==> src/rtl/if_stage.sv <==
// if_stage: instruction fetch with one outstanding imem request, IF/ID slot and skid buffer.
// Optional misaligned-redirect trap: define IF_MISALIGN_TRAP_EN.
module if_stage #(
    parameter int unsigned          WORD_SIZE = 32,
    parameter int unsigned          ADDR_SIZE = 10,
    parameter logic [WORD_SIZE-1:0] RESET_PC  = 32'h0
) (
    input  logic                 clk,
    input  logic                 rst,
    output logic                 imem_req,
    output logic [ADDR_SIZE-1:0] imem_addr,
    input  logic                 imem_gnt,
    input  logic                 imem_rvalid,
    input  logic [WORD_SIZE-1:0] imem_rdata,
    input  logic                 id_stall,
    input  logic                 redirect,
    input  logic [WORD_SIZE-1:0] redirect_pc,
    output logic [WORD_SIZE-1:0] instr,
    output logic [WORD_SIZE-1:0] pc_out,
    output logic                 instr_valid
`ifdef IF_MISALIGN_TRAP_EN
    ,
    output logic                 misalign_err
`endif
);

    localparam logic [1:0] S_FETCH = 2'd0;
    localparam logic [1:0] S_WAIT  = 2'd1;
    localparam logic [1:0] S_HOLD  = 2'd2;

    localparam logic [WORD_SIZE-1:0] NOP  = WORD_SIZE'(32'h0000_0013);
    localparam logic [WORD_SIZE-1:0] STEP = WORD_SIZE'(4);

    typedef struct packed {
        logic                 valid;
        logic [WORD_SIZE-1:0] pc;
        logic [WORD_SIZE-1:0] instr;
    } fetch_slot_t;

    logic [1:0]           state_q;
    logic [1:0]           state_d;
    logic [WORD_SIZE-1:0] fetch_pc_q;
    logic [WORD_SIZE-1:0] fetch_pc_d;
    logic [WORD_SIZE-1:0] req_pc_q;
    logic [WORD_SIZE-1:0] req_pc_d;
    logic                 kill_q;
    logic                 kill_d;
    fetch_slot_t          slot_q;
    fetch_slot_t          slot_d;
    fetch_slot_t          skid_q;
    fetch_slot_t          skid_d;

    logic [WORD_SIZE-1:0] target;
    logic                 halt;
    logic                 take_gnt;
    logic                 outstanding;
    fetch_slot_t          resp;

`ifdef IF_MISALIGN_TRAP_EN
    logic misalign_q;
    logic bad_target;

    assign target     = redirect_pc;
    assign bad_target = redirect && (redirect_pc[1:0] != 2'b00);
    assign halt       = misalign_q;

    always_ff @(posedge clk or negedge rst) begin
        if (!rst) begin
            misalign_q <= 1'b0;
        end else if (bad_target) begin
            misalign_q <= 1'b1;
        end
    end

    assign misalign_err = misalign_q;
`else
    assign target = redirect_pc & ~WORD_SIZE'(3);
    assign halt   = 1'b0;
`endif

    assign imem_req = rst
                   && (state_q == S_FETCH)
                   && !skid_q.valid
                   && !redirect
                   && !halt;

    assign imem_addr = fetch_pc_q[ADDR_SIZE+1:2];

    assign take_gnt = imem_req && imem_gnt;

    // A request is still in flight past this edge if WAIT sees no
    // response yet, or a grant lands this cycle.
    assign outstanding = ((state_q == S_WAIT) && !imem_rvalid)
                      || take_gnt;

    assign resp = '{valid: 1'b1, pc: req_pc_q, instr: imem_rdata};

    always_comb begin
        state_d    = state_q;
        fetch_pc_d = fetch_pc_q;
        req_pc_d   = req_pc_q;
        kill_d     = kill_q;
        slot_d     = slot_q;
        skid_d     = skid_q;

        if (!id_stall) begin
            slot_d.valid = 1'b0;
        end

        if (redirect) begin
            slot_d.valid = 1'b0;
            skid_d.valid = 1'b0;
            fetch_pc_d   = target;
            if (outstanding) begin
                kill_d  = 1'b1;
                state_d = S_WAIT;
            end else begin
                kill_d  = 1'b0;
                state_d = S_FETCH;
            end
        end else begin
            unique case (1'b1)
                state_q == S_FETCH: begin
                    if (take_gnt) begin
                        req_pc_d   = fetch_pc_q;
                        fetch_pc_d = fetch_pc_q + STEP;
                        state_d    = S_WAIT;
                    end
                end
                state_q == S_WAIT: begin
                    if (imem_rvalid) begin
                        state_d = S_FETCH;
                        if (kill_q) begin
                            kill_d = 1'b0;
                        end else if (!slot_q.valid || !id_stall) begin
                            slot_d = resp;
                        end else begin
                            skid_d  = resp;
                            state_d = S_HOLD;
                        end
                    end
                end
                state_q == S_HOLD: begin
                    if (!id_stall) begin
                        slot_d       = skid_q;
                        skid_d.valid = 1'b0;
                        state_d      = S_FETCH;
                    end
                end
                default: begin
                    state_d = S_FETCH;
                end
            endcase
        end

        // A trapped stage never presents an instruction again.
        if (halt) begin
            slot_d.valid = 1'b0;
            skid_d.valid = 1'b0;
        end
    end

    always_ff @(posedge clk or negedge rst) begin
        if (!rst) begin
            state_q    <= S_FETCH;
            fetch_pc_q <= RESET_PC;
            req_pc_q   <= '0;
            kill_q     <= 1'b0;
            slot_q     <= '0;
            skid_q     <= '0;
        end else begin
            state_q    <= state_d;
            fetch_pc_q <= fetch_pc_d;
            req_pc_q   <= req_pc_d;
            kill_q     <= kill_d;
            slot_q     <= slot_d;
            skid_q     <= skid_d;
        end
    end

    assign instr       = slot_q.valid ? slot_q.instr : NOP;
    assign pc_out      = slot_q.pc;
    assign instr_valid = slot_q.valid;

endmodule

==> config.mk <==
export PLATFORM = sky130hd
export DESIGN_NAME = if_stage
export DESIGN_NICKNAME = d
export VERILOG_FILES = /design/src/rtl/if_stage.sv
export SDC_FILE = /design/constraint.sdc
export NUM_CORES = 1
export LEC_CHECK = 0
export ABC_AREA = 1
export CORE_UTILIZATION = 56
export CTS_BUF_LIST = sky130_fd_sc_hd__clkbuf_8
export CTS_CLUSTER_SIZE = 10
export DETAILED_ROUTE_END_ITERATION = 7
export GPL_ROUTABILITY_DRIVEN = 0
export PLACE_DENSITY = 0.89
export SETUP_SLACK_MARGIN = 0.02
export SLEW_MARGIN = 10
export SYNTH_ARGS = -nofsm -noshare
export SYNTH_HDL_FRONTEND = slang
export SYNTH_SLANG_ARGS = --single-unit
==> constraint.sdc <==
create_clock -name clk -period 2.1 [get_ports clk]
set_input_delay 0.315 -clock clk [delete_from_list [all_inputs] [get_ports clk]]
set_output_delay 0.315 -clock clk [all_outputs]
set_load 0.1 [all_outputs]
==> report_table.html, run 1 <==
<table>
<tr><th>Metric</th><th>Value</th></tr>
<tr><th colspan="2">Run status</th></tr>
<tr><td>Outcome</td><td>complete, no violations</td></tr>
<tr><th colspan="2">Global route</th></tr>
<tr><td>Number of antenna violations at the first check in global routing</td><td>0</td></tr>
<tr><td>Remaining Overflow, GRT</td><td>0</td></tr>
<tr><td>Global-route wire length before repair</td><td>38900 um</td></tr>
<tr><td>Number of global-route vias before repair</td><td>8091</td></tr>
<tr><td>Maximum number of pins on one net before global-route repair</td><td>191</td></tr>
<tr><td>Total global-route track usage</td><td>between 20% and 30%</td></tr>
<tr><th colspan="2">Power</th></tr>
<tr><td>Internal power component</td><td>6.99 mW</td></tr>
<tr><td>Fraction of power spent switching nets</td><td>a little over two fifths</td></tr>
<tr><td>Overall power after layout</td><td>12.3 mW</td></tr>
<tr><td>Peak supply drop</td><td>0.612 mV</td></tr>
<tr><td>Clock network power share</td><td>between 10% and 20%</td></tr>
<tr><td>Switch Pwr</td><td>5.28 mW</td></tr>
<tr><td>Relative contribution of sequential cells to total power</td><td>a little over two fifths</td></tr>
<tr><td>Leak Pwr</td><td>5.52 nW</td></tr>
<tr><td>Combinational power share</td><td>38.8%</td></tr>
<tr><td>P per Cell Area</td><td>~1100 mW/mm2</td></tr>
<tr><th colspan="2">Synth</th></tr>
<tr><td>Post-Syn Instances</td><td>1230</td></tr>
<tr><td>Post-Synthesis Net Count</td><td>approximately 1300</td></tr>
<tr><td>Cell with the most instances after synthesis</td><td>sky130_fd_sc_hd__nand2_1</td></tr>
<tr><td>Top cell type's share of synthesized area</td><td>roughly half</td></tr>
<tr><td>Yosys warnings</td><td>0</td></tr>
<tr><td>Fraction of the yosys area taken by sequential cells</td><td>50.0%</td></tr>
<tr><td>Share of flip-flops with an asynchronous set or reset after synthesis</td><td>100%</td></tr>
<tr><td>Distinct cell type count after synthesis</td><td>30</td></tr>
<tr><td>Post-synthesis cell area</td><td>0.00951 mm2</td></tr>
<tr><td>Post-synthesis average cell area</td><td>7.74 um2</td></tr>
<tr><td>#FFs+latches synth</td><td>190</td></tr>
<tr><td>Leading cell types by count after synthesis</td><td>254 x sky130_fd_sc_hd__nand2_1, 190 x sky130_fd_sc_hd__dfrtp_1, 155 x sky130_fd_sc_hd__inv_1</td></tr>
<tr><td>Synth area leaders</td><td>sky130_fd_sc_hd__dfrtp_1 50%, sky130_fd_sc_hd__nand2_1 10%, sky130_fd_sc_hd__inv_1 6.1%</td></tr>
<tr><td>Dominant synthesized flop cell</td><td>sky130_fd_sc_hd__dfrtp_1</td></tr>
<tr><td>Count of flip-flops with a built-in enable after synthesis</td><td>0</td></tr>
<tr><td>Synth area leader</td><td>sky130_fd_sc_hd__dfrtp_1</td></tr>
<tr><th colspan="2">Timing</th></tr>
<tr><td>Final worst-path cycle share</td><td>94.7%</td></tr>
<tr><td>Tightest Pin Transition</td><td>1.02 ns</td></tr>
<tr><td>Post-route minimum period</td><td>between 1.5 and 2 ns</td></tr>
<tr><td>Count of final hold-check violations</td><td>0</td></tr>
<tr><td>Slew Limit Fails</td><td>0</td></tr>
<tr><td>Top achievable clock speed</td><td>503 MHz</td></tr>
<tr><td>Worst slew margin relative to its limit</td><td>32.2%</td></tr>
<tr><td>Final setup TNS</td><td>0 ns</td></tr>
<tr><td>Worst Clk Skew</td><td>0.0100 ns</td></tr>
<tr><td>Number of endpoints failing setup at the final stage</td><td>0</td></tr>
<tr><td>RSZ-0062 raised after global routing</td><td>no</td></tr>
<tr><th colspan="2">Placed design</th></tr>
<tr><td>Half-perimeter wire length after detailed placement</td><td>15900 um</td></tr>
<tr><td>Port buffer count</td><td>between 100 and 150</td></tr>
<tr><th colspan="2">Drt</th></tr>
<tr><td>Drt drc</td><td>0</td></tr>
<tr><td>First-pass iteration count of the detailed router</td><td>5</td></tr>
<tr><td>DRT antenna net count</td><td>0</td></tr>
<tr><td>Routed Wire Length</td><td>about 23000 um</td></tr>
<tr><td>Routed length per placed instance</td><td>15.2 um</td></tr>
<tr><td>Via Count</td><td>8418</td></tr>
<tr><td>1st-iter DRT viols</td><td>787</td></tr>
<tr><td>Ratio of routed vias to standard cells</td><td>5.46</td></tr>
<tr><th colspan="2">Layout</th></tr>
<tr><td>Count of antenna diodes in the layout</td><td>0</td></tr>
<tr><td>Share of cells above drive strength 1</td><td>13.1%</td></tr>
<tr><td>Net count of the finished layout</td><td>1384</td></tr>
<tr><td>Area growth from synthesis to layout</td><td>21.9%</td></tr>
<tr><th colspan="2">CTS</th></tr>
<tr><td>Clk_lat worst skew</td><td>0.47 ns</td></tr>
<tr><td>Depth of the CTS H-tree</td><td>4</td></tr>
<tr><td>Number of sinks driven by the clock tree</td><td>190</td></tr>
<tr><td>Number of CTS-inserted buffers</td><td>17</td></tr>
<tr><td>Setup Fix Bufs, Post-CTS</td><td>0</td></tr>
<tr><td>Number of buffers on the longest clock path</td><td>2</td></tr>
<tr><td>CTS tree</td><td>done</td></tr>
<tr><td>Clock Pin Slew Worst Setup and Hold Paths</td><td>0.09 ns</td></tr>
<tr><td>Root Buffer Master</td><td>sky130_fd_sc_hd__clkbuf_8</td></tr>
<tr><th colspan="2">Setup path</th></tr>
<tr><td>CP Class</td><td>register to output port</td></tr>
<tr><td>Maximum fanout encountered on the critical timing path</td><td>3</td></tr>
<tr><td>Startpoint type of the worst setup path</td><td>register</td></tr>
<tr><td>Required time worst endpoint</td><td>around 1.8 ns</td></tr>
<tr><td>Endpoint arrival time on the critical path</td><td>approximately 1.7 ns</td></tr>
<tr><td>Critical Path End Type</td><td>output port</td></tr>
<tr><td>Worst-case reg-to-reg path depth</td><td>10</td></tr>
<tr><th colspan="2">Job</th></tr>
<tr><td>Number of maximum-capacitance violations</td><td>0</td></tr>
<tr><th colspan="2">Floorplanning</th></tr>
<tr><td>Area of the die</td><td>0.0175 mm2</td></tr>
<tr><td>Core area</td><td>0.0166 mm2</td></tr>
<tr><td>Starting utilization of the core area</td><td>a little under three fifths</td></tr>
<tr><td>Chip width</td><td>132 um</td></tr>
<tr><td>Die height</td><td>around 130 um</td></tr>
<tr><td>Floorplan row count</td><td>between 40 and 50</td></tr>
<tr><td>Total I/O pin count</td><td>146</td></tr>
<tr><th colspan="2">Hold path</th></tr>
<tr><td>Worst min path class</td><td>input port to async pin</td></tr>
</table>
-- timing repair --
item	CTS	global route
resized for setup	0	4
hold buffers	0	0
endpoints found under the setup margin	0	3
-- through the flow --
stage / cell area [um2] / worst slack [ns] / util [%] / instances / hold slack [ns]
CTS: 11600 / 0.0363 / 69.9 / 1542 / 0.157
detailed placement: 11200 / 0.0293 / 67.8 / 1510 / 0.473
global route: 11600 / 0.0375 / 69.9 / 1542 / 0.160
floorplan: 9630 / 0.0122 / - / 1230 / 0.0194
finish: 11600 / 0.112 / 69.9 / 1542 / 0.0639
global placement: 11200 / 0.149 / 67.8 / 1510 / 0.465
-- layer usage --
metal,wire length (um),up-vias,global-route usage [%]
li1,-,4048,-
met1,9980,3957,37.9
met2,11400,362,45.5
met3,1620,51,4.04
met4,470,0,9.39
met5,0,-,0
-- sequential cells by signal, summed over array words and instances (netlist names) --
signal       count
pc_out          31
skid_q          63
kill_q           1
state_q          2
instr_valid      1
fetch_pc_q      30
req_pc_q        30
slot_q          32
-- cells by family after synthesis --
kind of cell,after synthesis,share of synthesized area [%]
flops,190,50.0
simple gates,519,22.4
fa+ha+maj,5,0.658
xor+xnor,2,0.184
compound gates,251,14.1
buf+inv,263,12.7
-- layout by cell type (no fill, tap or decap), types with 3 or more instances in the layout --
| cell type | netlist | layout |
|---|---|---|
| sky130_fd_sc_hd__o21ai_1 | 81 | 81 |
| sky130_fd_sc_hd__inv_2 | 3 | 4 |
| sky130_fd_sc_hd__buf_12 | 0 | 42 |
| sky130_fd_sc_hd__ha_1 | 5 | 5 |
| sky130_fd_sc_hd__nand2_2 | 5 | 6 |
| sky130_fd_sc_hd__a21oi_1 | 76 | 76 |
| sky130_fd_sc_hd__nor2_1 | 153 | 153 |
| sky130_fd_sc_hd__nand2_1 | 254 | 253 |
| sky130_fd_sc_hd__nor2_2 | 6 | 6 |
| sky130_fd_sc_hd__clkinv_2 | 0 | 3 |
| sky130_fd_sc_hd__o211ai_1 | 8 | 8 |
| sky130_fd_sc_hd__nor3_1 | 19 | 18 |
| sky130_fd_sc_hd__o21ai_0 | 38 | 38 |
| sky130_fd_sc_hd__clkdlybuf4s50_1 | 0 | 66 |
| sky130_fd_sc_hd__buf_4 | 42 | 55 |
| sky130_fd_sc_hd__dfrtp_1 | 190 | 189 |
| sky130_fd_sc_hd__clkbuf_8 | 0 | 20 |
| sky130_fd_sc_hd__inv_1 | 155 | 134 |
| sky130_fd_sc_hd__clkinvlp_4 | 0 | 29 |
| sky130_fd_sc_hd__nand4_1 | 4 | 4 |
| sky130_fd_sc_hd__nand3_1 | 70 | 70 |
| sky130_fd_sc_hd__a31oi_1 | 46 | 46 |
-- path summary, 6_finish.rpt --
kind / end / slack, ns / startpoint
setup / recovery: imem_req / 0.11 / state_q[1]
min in group clk: fetch_pc_q[7] / 0.41 / redirect_pc[7]
hold / removal: skid_q[7] / 0.06 / rst
hold reg to reg: slot_q[1] / 0.49 / slot_q[1]
setup reg to reg: state_q[0] / 0.22 / state_q[1]
max in group asynchronous: slot_q[29] / 1.26 / rst
-- power by group through the flow --
stage               logic [mW]  clock network [mW]  registers [mW]
floorplan                 3.77                   0            5.22
global placement          4.58                   0            5.34
detailed placement        4.73                   0            5.40
CTS                       4.76                2.21            5.33
global route              5.14                2.33            5.46
finish                    4.76                2.17            5.35
-- layout make-up --
class / count / area [um2]
clock buffer: 19 / 262
clock inverter: 13 / 86.3
fill: 1311 / 4990
inverter: 158 / 694
multi-input combinational: 777 / 3580
sequential: 190 / 4760
tap: 220 / 275
timing repair buffer: 165 / 1940
-- critical path, cell delays in order (launching register included) --
cell and delay (ns):
sky130_fd_sc_hd__dfrtp_1 0.41, sky130_fd_sc_hd__inv_1 0.11, sky130_fd_sc_hd__ha_1 0.22, sky130_fd_sc_hd__nand2_2 0.11, sky130_fd_sc_hd__nor3_4 0.16, sky130_fd_sc_hd__buf_12 0.20
No activity file was read; power rests on OpenSTA's default activity.
==> run 2, diff against run 1 <==
--- a/config.mk
+++ b/config.mk
@@ -6,12 +6,13 @@
 export NUM_CORES = 1
 export LEC_CHECK = 0
 export ABC_AREA = 1
-export CORE_UTILIZATION = 56
+export CORE_MARGIN = 2
+export CORE_UTILIZATION = 50
 export CTS_BUF_LIST = sky130_fd_sc_hd__clkbuf_8
 export CTS_CLUSTER_SIZE = 10
 export DETAILED_ROUTE_END_ITERATION = 7
 export GPL_ROUTABILITY_DRIVEN = 0
-export PLACE_DENSITY = 0.89
+export PLACE_DENSITY = 0.82
 export SETUP_SLACK_MARGIN = 0.02
 export SLEW_MARGIN = 10
 export SYNTH_ARGS = -nofsm -noshare
==> report_table.html, run 2 (synthesis results as in run 1) <==
<table>
<tr><th>Metric</th><th>Value</th></tr>
<tr><th colspan="2">Drt</th></tr>
<tr><td>Drt drc</td><td>0 (unchanged)</td></tr>
<tr><td>1st-iter DRT viols</td><td>549 (was 787)</td></tr>
<tr><td>First-pass iteration count of the detailed router</td><td>6 (was 5)</td></tr>
<tr><td>Routed Wire Length</td><td>24000 um (was 23400 um)</td></tr>
<tr><td>Ratio of routed vias to standard cells</td><td>5.37 (was 5.46)</td></tr>
<tr><td>Via Count</td><td>8374 (was 8418)</td></tr>
<tr><td>DRT antenna net count</td><td>0 (unchanged)</td></tr>
<tr><td>Routed length per placed instance</td><td>15.4 um (was 15.2 um)</td></tr>
<tr><th colspan="2">Placed design</th></tr>
<tr><td>Pre-CTS setup slack</td><td>0.104 ns (was 0.0293 ns)</td></tr>
<tr><td>Port buffer count</td><td>143 (unchanged)</td></tr>
<tr><td>Cell Area, Placed</td><td>0.0112 mm2 (about the same)</td></tr>
<tr><td>Half-perimeter wire length after detailed placement</td><td>16100 um (was 15900 um)</td></tr>
<tr><th colspan="2">CTS</th></tr>
<tr><td>Depth of the CTS H-tree</td><td>4 (unchanged)</td></tr>
<tr><td>Number of CTS-inserted buffers</td><td>17 (unchanged)</td></tr>
<tr><td>Number of sinks driven by the clock tree</td><td>190 (unchanged)</td></tr>
<tr><td>CTS tree</td><td>done (unchanged)</td></tr>
<tr><td>Root Buffer Master</td><td>sky130_fd_sc_hd__clkbuf_8 (unchanged)</td></tr>
<tr><td>Clock Pin Slew Worst Setup and Hold Paths</td><td>0.10 ns (was 0.09 ns)</td></tr>
<tr><td>Number of buffers on the longest clock path</td><td>2 (unchanged)</td></tr>
<tr><td>Clk_lat worst skew</td><td>0.47 ns (about the same)</td></tr>
<tr><th colspan="2">Setup path</th></tr>
<tr><td>Critical Path End Type</td><td>output port (unchanged)</td></tr>
<tr><td>Startpoint type of the worst setup path</td><td>register (unchanged)</td></tr>
<tr><td>Worst-case reg-to-reg path depth</td><td>8 (was 10)</td></tr>
<tr><td>Maximum fanout encountered on the critical timing path</td><td>4 (was 3)</td></tr>
<tr><td>Endpoint arrival time on the critical path</td><td>1.69 ns (was 1.67 ns)</td></tr>
<tr><td>CP delay by family, top</td><td>flip-flops (unchanged)</td></tr>
<tr><td>Startpoint of the most critical setup path</td><td>state_q[0] (was state_q[1])</td></tr>
<tr><td>CP max stage delay</td><td>0.40 ns (was 0.41 ns)</td></tr>
<tr><td>Critical Path, Cell by Cell</td><td>inv_2, ha_4, nand2_2, nor3_4, buf_12 (was inv_1, ha_1, nand2_2, nor3_4, buf_12)</td></tr>
<tr><td>Required time worst endpoint</td><td>1.78 ns (about the same)</td></tr>
<tr><td>Crit Reg-Reg Startpoint</td><td>state_q[1] (unchanged)</td></tr>
<tr><td>CP Class</td><td>register to output port (unchanged)</td></tr>
<tr><td>Highest-delay cell along the critical path</td><td>sky130_fd_sc_hd__dfrtp_1 (unchanged)</td></tr>
<tr><td>Count of buffering cells on the critical path with inverters included</td><td>2 (unchanged)</td></tr>
<tr><td>Levels on crit path</td><td>5 (unchanged)</td></tr>
<tr><th colspan="2">Layout</th></tr>
<tr><td>Share of cells above drive strength 1</td><td>13.9% (was 13.1%)</td></tr>
<tr><td>Number of flip-flops under the largest register name</td><td>63 (unchanged)</td></tr>
<tr><td>Count of antenna diodes in the layout</td><td>0 (unchanged)</td></tr>
<tr><td>Largest reg by FF count</td><td>skid_q (unchanged)</td></tr>
<tr><td>Area growth from synthesis to layout</td><td>23.2% (was 21.9%)</td></tr>
<tr><td>Commonest cells after routing, fill and taps aside</td><td>253 x sky130_fd_sc_hd__nand2_1, 189 x sky130_fd_sc_hd__dfrtp_1, 153 x sky130_fd_sc_hd__nor2_1, 128 x sky130_fd_sc_hd__inv_1, 81 x sky130_fd_sc_hd__o21ai_1 (was 253 x sky130_fd_sc_hd__nand2_1, 189 x sky130_fd_sc_hd__dfrtp_1, 153 x sky130_fd_sc_hd__nor2_1, 134 x sky130_fd_sc_hd__inv_1, 81 x sky130_fd_sc_hd__o21ai_1)</td></tr>
<tr><td>Post-route cell area</td><td>0.0117 mm2 (was 0.0116 mm2)</td></tr>
<tr><td>Most common cell after layout, fill and taps aside</td><td>sky130_fd_sc_hd__nand2_1 (unchanged)</td></tr>
<tr><td>Post-layout utilization of the core</td><td>62.7% (was 69.9%)</td></tr>
<tr><td>Net count of the finished layout</td><td>1389 (was 1384)</td></tr>
<tr><th colspan="2">Timing</th></tr>
<tr><td>Tightest Pin Transition</td><td>0.996 ns (was 1.02 ns)</td></tr>
<tr><td>Number of endpoints failing setup at the final stage</td><td>0 (unchanged)</td></tr>
<tr><td>Count of final hold-check violations</td><td>0 (unchanged)</td></tr>
<tr><td>Top achievable clock speed</td><td>499 MHz (was 503 MHz)</td></tr>
<tr><td>Slew Limit Fails</td><td>0 (unchanged)</td></tr>
<tr><td>Final worst-path cycle share</td><td>95.4% (was 94.7%)</td></tr>
<tr><td>Setup slack after layout</td><td>0.0972 ns (was 0.112 ns)</td></tr>
<tr><td>Worst Clk Skew</td><td>0.00929 ns (was 0.0100 ns)</td></tr>
<tr><td>Worst slew margin relative to its limit</td><td>33.6% (was 32.2%)</td></tr>
<tr><td>Post-route minimum period</td><td>2.00 ns (was 1.99 ns)</td></tr>
<tr><th colspan="2">Floorplanning</th></tr>
<tr><td>Floorplan row count</td><td>50 (was 47)</td></tr>
<tr><td>Chip width</td><td>142 um (was 132 um)</td></tr>
<tr><td>Die height</td><td>142 um (was 132 um)</td></tr>
<tr><td>Starting utilization of the core area</td><td>50.9% (was 57.4%)</td></tr>
<tr><td>Core area</td><td>0.0187 mm2 (was 0.0166 mm2)</td></tr>
<tr><td>Area of the die</td><td>0.0201 mm2 (was 0.0175 mm2)</td></tr>
<tr><td>Total I/O pin count</td><td>146 (unchanged)</td></tr>
<tr><th colspan="2">Global route</th></tr>
<tr><td>Remaining Overflow, GRT</td><td>0 (unchanged)</td></tr>
<tr><td>Number of global-route vias before repair</td><td>7709 (was 8091)</td></tr>
<tr><td>Maximum number of pins on one net before global-route repair</td><td>191 (unchanged)</td></tr>
<tr><td>Number of antenna violations at the first check in global routing</td><td>0 (unchanged)</td></tr>
<tr><td>Global-route wire length before repair</td><td>38900 um (about the same)</td></tr>
<tr><td>Total global-route track usage</td><td>24.2% (was 27.7%)</td></tr>
<tr><th colspan="2">Power</th></tr>
<tr><td>Relative contribution of sequential cells to total power</td><td>41.5% (was 43.6%)</td></tr>
<tr><td>Leak Pwr</td><td>5.55 nW (was 5.52 nW)</td></tr>
<tr><td>Internal power component</td><td>7.49 mW (was 6.99 mW)</td></tr>
<tr><td>Fraction of power spent switching nets</td><td>41.7% (was 43.0%)</td></tr>
<tr><td>Combinational power share</td><td>37.3% (was 38.8%)</td></tr>
<tr><td>Switch Pwr</td><td>5.37 mW (was 5.28 mW)</td></tr>
<tr><td>Peak supply drop</td><td>0.579 mV (was 0.612 mV)</td></tr>
<tr><td>Overall power after layout</td><td>12.9 mW (was 12.3 mW)</td></tr>
<tr><td>P per Cell Area</td><td>1100 mW/mm2 (was 1060 mW/mm2)</td></tr>
<tr><td>Clock network power share</td><td>21.1% (was 17.7%)</td></tr>
<tr><th colspan="2">Hold path</th></tr>
<tr><td>Worst min path class</td><td>input port to async pin (unchanged)</td></tr>
<tr><th colspan="2">Job</th></tr>
<tr><td>Number of maximum-capacitance violations</td><td>0 (unchanged)</td></tr>
<tr><th colspan="2">Run status</th></tr>
<tr><td>Outcome</td><td>complete, no violations (unchanged)</td></tr>
</table>
-- run 2: path summary, 6_finish.rpt --
path,slack (ns),end
setup / recovery,0.1,imem_req
hold / removal,0.08,skid_q[15]
setup reg to reg,0.24,pc_out[17]
hold reg to reg,0.49,skid_q[49]
max in group asynchronous,1.31,skid_q[59]
min in group clk,0.40,fetch_pc_q[5]
-- run 2: metrics by stage --
stage | cells | hold WS (ns) | TNS [ns]
detailed placement | 1528 | 0.474 | 0
CTS | 1559 | 0.159 | 0
global route | 1560 | 0.180 | -0.00166
floorplan | 1230 | 0.0194 | 0
global placement | 1528 | 0.466 | 0
finish | 1560 | 0.0802 | 0
-- run 2: metal layers --
metal	GRT usage [%]	routed length (um)
met5	0	0
met3	4.34	1810
met4	6.37	346
met2	38.1	11300
met1	34.8	10500
-- run 2: power by group through the flow --
stage | combinational [mW] | clock (mW) | sequential [mW]
3_5_place_dp | 4.71 | 0 | 5.40
2_1_floorplan | 3.77 | 0 | 5.22
5_1_grt | 5.19 | 2.88 | 5.45
4_1_cts | 4.74 | 2.73 | 5.33
6_report | 4.80 | 2.72 | 5.34
3_3_place_gp | 4.58 | 0 | 5.35
-- run 2: cell type report --
type	count	area (um2)
repair buffers	170	1950
clock inverters	13	196
fillers	1557	6980
flip-flops and latches	190	4760
well taps	234	293
multi-input cells	777	3590
inverters	158	694
clock buffers	18	248
-- run 2: repair_timing --
item,4_1_cts,5_1_grt
hold buffers,0,0
resized for setup,0,8
setup endpoints to repair,0,12
setup buffers,0,1
==> run 3, diff against run 2 <==
--- a/config.mk
+++ b/config.mk
@@ -13,6 +13,7 @@
 export DETAILED_ROUTE_END_ITERATION = 7
 export GPL_ROUTABILITY_DRIVEN = 0
 export PLACE_DENSITY = 0.82
+export RECOVER_POWER = 100
 export SETUP_SLACK_MARGIN = 0.02
 export SLEW_MARGIN = 10
 export SYNTH_ARGS = -nofsm -noshare
==> report_table.html, run 3 (synthesis results as in run 1) <==
<table>
<tr><th>Metric</th><th>Value</th></tr>
<tr><th colspan="2">Layout</th></tr>
<tr><td>Most common cell after layout, fill and taps aside</td><td>sky130_fd_sc_hd__nand2_1 (unchanged)</td></tr>
<tr><td>Multi-input combinational cell area</td><td>0.00359 mm2 (unchanged)</td></tr>
<tr><td>Area growth from synthesis to layout</td><td>22.0% (was 23.2%)</td></tr>
<tr><td>Number of flip-flops under the largest register name</td><td>63 (unchanged)</td></tr>
<tr><td>Register cell area after layout</td><td>0.00476 mm2 (unchanged)</td></tr>
<tr><td>Largest reg by FF count</td><td>skid_q (unchanged)</td></tr>
<tr><td>Post-layout utilization of the core</td><td>62.0% (was 62.7%)</td></tr>
<tr><td>Post-route cell area</td><td>0.0116 mm2 (was 0.0117 mm2)</td></tr>
<tr><td>Commonest cells after routing, fill and taps aside</td><td>253 x sky130_fd_sc_hd__nand2_1, 189 x sky130_fd_sc_hd__dfrtp_1, 153 x sky130_fd_sc_hd__nor2_1, 128 x sky130_fd_sc_hd__inv_1, 81 x sky130_fd_sc_hd__o21ai_1 (unchanged)</td></tr>
<tr><td># fillers</td><td>1576 (was 1557)</td></tr>
<tr><td>Net count of the finished layout</td><td>1389 (unchanged)</td></tr>
<tr><td>Share of cells above drive strength 1</td><td>13.8% (was 13.9%)</td></tr>
<tr><th colspan="2">Setup path</th></tr>
<tr><td>CP Class</td><td>register to output port (unchanged)</td></tr>
<tr><td>Maximum fanout encountered on the critical timing path</td><td>4 (unchanged)</td></tr>
<tr><td>Worst-case reg-to-reg path depth</td><td>8 (unchanged)</td></tr>
<tr><td>Endpoint arrival time on the critical path</td><td>1.68 ns (was 1.69 ns)</td></tr>
<tr><td>Critical Path End Type</td><td>output port (unchanged)</td></tr>
<tr><td>Startpoint of the most critical setup path</td><td>state_q[0] (unchanged)</td></tr>
<tr><td>RR Endpoint</td><td>pc_out[17] (unchanged)</td></tr>
<tr><td>Crit Reg-Reg Startpoint</td><td>state_q[1] (unchanged)</td></tr>
<tr><td>Setup slack on the worst flop-to-flop path</td><td>0.25 ns (was 0.24 ns)</td></tr>
<tr><td>Startpoint type of the worst setup path</td><td>register (unchanged)</td></tr>
<tr><td>Required time worst endpoint</td><td>1.78 ns (about the same)</td></tr>
<tr><td>Critical Path Sink</td><td>imem_req (unchanged)</td></tr>
<tr><th colspan="2">Timing</th></tr>
<tr><td>Final setup TNS</td><td>0 ns (unchanged)</td></tr>
<tr><td>Tightest Pin Transition</td><td>1.68 ns (was 0.996 ns)</td></tr>
<tr><td>Post-route minimum period</td><td>2.00 ns (about the same)</td></tr>
<tr><td>Top achievable clock speed</td><td>501 MHz (was 499 MHz)</td></tr>
<tr><td>Worst slew margin relative to its limit</td><td>-11.9% (was 33.6%)</td></tr>
<tr><td>Final worst-path cycle share</td><td>95.0% (was 95.4%)</td></tr>
<tr><td>Count of final hold-check violations</td><td>0 (unchanged)</td></tr>
<tr><td>Worst Clk Skew</td><td>0.00799 ns (was 0.00929 ns)</td></tr>
<tr><td>Number of endpoints failing setup at the final stage</td><td>0 (unchanged)</td></tr>
<tr><td>Slew Limit Fails</td><td>191 (was 0)</td></tr>
<tr><td>Setup slack after layout</td><td>0.105 ns (was 0.0972 ns)</td></tr>
<tr><th colspan="2">CTS</th></tr>
<tr><td>Number of sinks driven by the clock tree</td><td>190 (unchanged)</td></tr>
<tr><td>CTS tree</td><td>done (unchanged)</td></tr>
<tr><td>Post-CTS Hold Buffers</td><td>0 (unchanged)</td></tr>
<tr><td>Number of CTS-inserted buffers</td><td>17 (unchanged)</td></tr>
<tr><td>Clock Pin Slew Worst Setup and Hold Paths</td><td>0.09 ns (was 0.10 ns)</td></tr>
<tr><td>Depth of the CTS H-tree</td><td>4 (unchanged)</td></tr>
<tr><td>Root Buffer Master</td><td>sky130_fd_sc_hd__clkbuf_8 (unchanged)</td></tr>
<tr><td>Number of buffers on the longest clock path</td><td>2 (unchanged)</td></tr>
<tr><td>Clk_lat worst skew</td><td>0.46 ns (was 0.47 ns)</td></tr>
<tr><th colspan="2">Drt</th></tr>
<tr><td>Ratio of routed vias to standard cells</td><td>5.35 (was 5.37)</td></tr>
<tr><td>Routed Wire Length</td><td>23800 um (was 24000 um)</td></tr>
<tr><td>Drt drc</td><td>0 (unchanged)</td></tr>
<tr><td>Via Count</td><td>8354 (was 8374)</td></tr>
<tr><td>DRT antenna net count</td><td>0 (unchanged)</td></tr>
<tr><td>1st-iter DRT viols</td><td>629 (was 549)</td></tr>
<tr><td>Routed length per placed instance</td><td>15.3 um (was 15.4 um)</td></tr>
<tr><td>First-pass iteration count of the detailed router</td><td>5 (was 6)</td></tr>
<tr><th colspan="2">Global route</th></tr>
<tr><td>Number of global-route vias before repair</td><td>7709 (unchanged)</td></tr>
<tr><td>Number of antenna violations at the first check in global routing</td><td>1 (was 0)</td></tr>
<tr><td>Global-route wire length before repair</td><td>38900 um (unchanged)</td></tr>
<tr><td>Total global-route track usage</td><td>24.2% (unchanged)</td></tr>
<tr><td>Maximum number of pins on one net before global-route repair</td><td>191 (unchanged)</td></tr>
<tr><td>Remaining Overflow, GRT</td><td>0 (unchanged)</td></tr>
<tr><th colspan="2">Floorplanning</th></tr>
<tr><td>Floorplan row count</td><td>50 (unchanged)</td></tr>
<tr><td>Total I/O pin count</td><td>146 (unchanged)</td></tr>
<tr><td>Chip width</td><td>142 um (unchanged)</td></tr>
<tr><td>Area of the die</td><td>0.0201 mm2 (unchanged)</td></tr>
<tr><td>Die height</td><td>142 um (unchanged)</td></tr>
<tr><td>Core area</td><td>0.0187 mm2 (unchanged)</td></tr>
<tr><td>Starting utilization of the core area</td><td>50.9% (unchanged)</td></tr>
<tr><th colspan="2">Run status</th></tr>
<tr><td>Violations in the final reports</td><td>capacitance limit, slew limit</td></tr>
<tr><td>Outcome</td><td>finished, violations left (was complete, no violations)</td></tr>
<tr><th colspan="2">Power</th></tr>
<tr><td>Peak supply drop</td><td>0.579 mV (about the same)</td></tr>
<tr><td>P per Cell Area</td><td>1100 mW/mm2 (about the same)</td></tr>
<tr><td>Leak Pwr</td><td>5.51 nW (was 5.55 nW)</td></tr>
<tr><th colspan="2">Placed design</th></tr>
<tr><td>Cell Area, Placed</td><td>0.0112 mm2 (unchanged)</td></tr>
<tr><td>Half-perimeter wire length after detailed placement</td><td>16100 um (unchanged)</td></tr>
<tr><td>Pre-CTS setup slack</td><td>0.104 ns (unchanged)</td></tr>
<tr><td>Port buffer count</td><td>143 (unchanged)</td></tr>
<tr><th colspan="2">Hold path</th></tr>
<tr><td>Hold Path Cell Cnt</td><td>3</td></tr>
<tr><td>Worst min path class</td><td>input port to register (was input port to async pin)</td></tr>
<tr><th colspan="2">Job</th></tr>
<tr><td>Number of maximum-capacitance violations</td><td>1 (was 0)</td></tr>
</table>
run 3: changes by cell type in the layout (fill, tap and decap cells not counted):
cell,previous run,this run
sky130_fd_sc_hd__buf_4,61,20
sky130_fd_sc_hd__diode_2,0,1
sky130_fd_sc_hd__buf_6,3,4
sky130_fd_sc_hd__clkbuf_8,19,18
sky130_fd_sc_hd__buf_12,39,38
sky130_fd_sc_hd__clkbuf_2,0,41
sky130_fd_sc_hd__clkbuf_1,0,1
run 3: worst min-delay path by stage:
stage | from | end
after global routing | redirect_pc[5] | fetch_pc_q[5]
after CTS | rst | skid_q[15]
after floorplan | rst | fetch_pc_q[10]
final | redirect_pc[5] | fetch_pc_q[5]
after global placement | skid_q[54] | skid_q[54]
after detailed placement | skid_q[49] | skid_q[49]
run 3: critical path, cell delays in order, from the launching register on:
cell and delay (ns):
sky130_fd_sc_hd__dfrtp_1 0.40, sky130_fd_sc_hd__inv_2 0.12, sky130_fd_sc_hd__ha_4 0.16, sky130_fd_sc_hd__nand2_2 0.07, sky130_fd_sc_hd__nor3_4 0.26, sky130_fd_sc_hd__buf_12 0.21
run 3: power by group:
group / leakage, nW / switching [mW] / internal (mW)
Clock: 0.227 / 1.27 / 1.43
Combinational: 2.99 / 3.46 / 1.22
Sequential: 2.30 / 0.613 / 4.72
Total: 5.51 / 5.34 / 7.37
run 3: per-stage QoR:
stage          power [mW]  cells  hold WS [ns]
2_1_floorplan        8.99   1230        0.0194
3_3_place_gp         9.93   1528         0.466
3_5_place_dp         10.1   1528         0.474
4_1_cts              12.8   1559         0.159
5_1_grt              13.4   1560         0.399
6_report             12.7   1561         0.404
run 3: metal layers:
metal / part of all wire (%) / track usage (%) / wire length (um) / vias up
met1: 44 / 34.8 / 10400 / 3923
met2: 48 / 38.1 / 11300 / 343
met3: 7.5 / 4.34 / 1780 / 28
met5: 0 / 0 / 0 / -
li1: - / - / - / 4060
met4: 1.4 / 6.37 / 337 / 0
run 3: final cells by class:
type	instances	share of cell area [%]
Multi-Input combinational cell	777	30.9
Clock inverter	13	1.69
Inverter	158	5.98
Tap cell	234	2.52
Sequential cell	190	41.0
Timing Repair Buffer	170	15.7
Antenna cell	1	0.0216
Clock buffer	18	2.13
run 3: repair_timing:
item                                    in CTS  in global routing
endpoints found under the setup margin       0                 12
setup buffers                                0                  1
resized for setup                            0                  8
endpoints found under the hold margin        0                  0
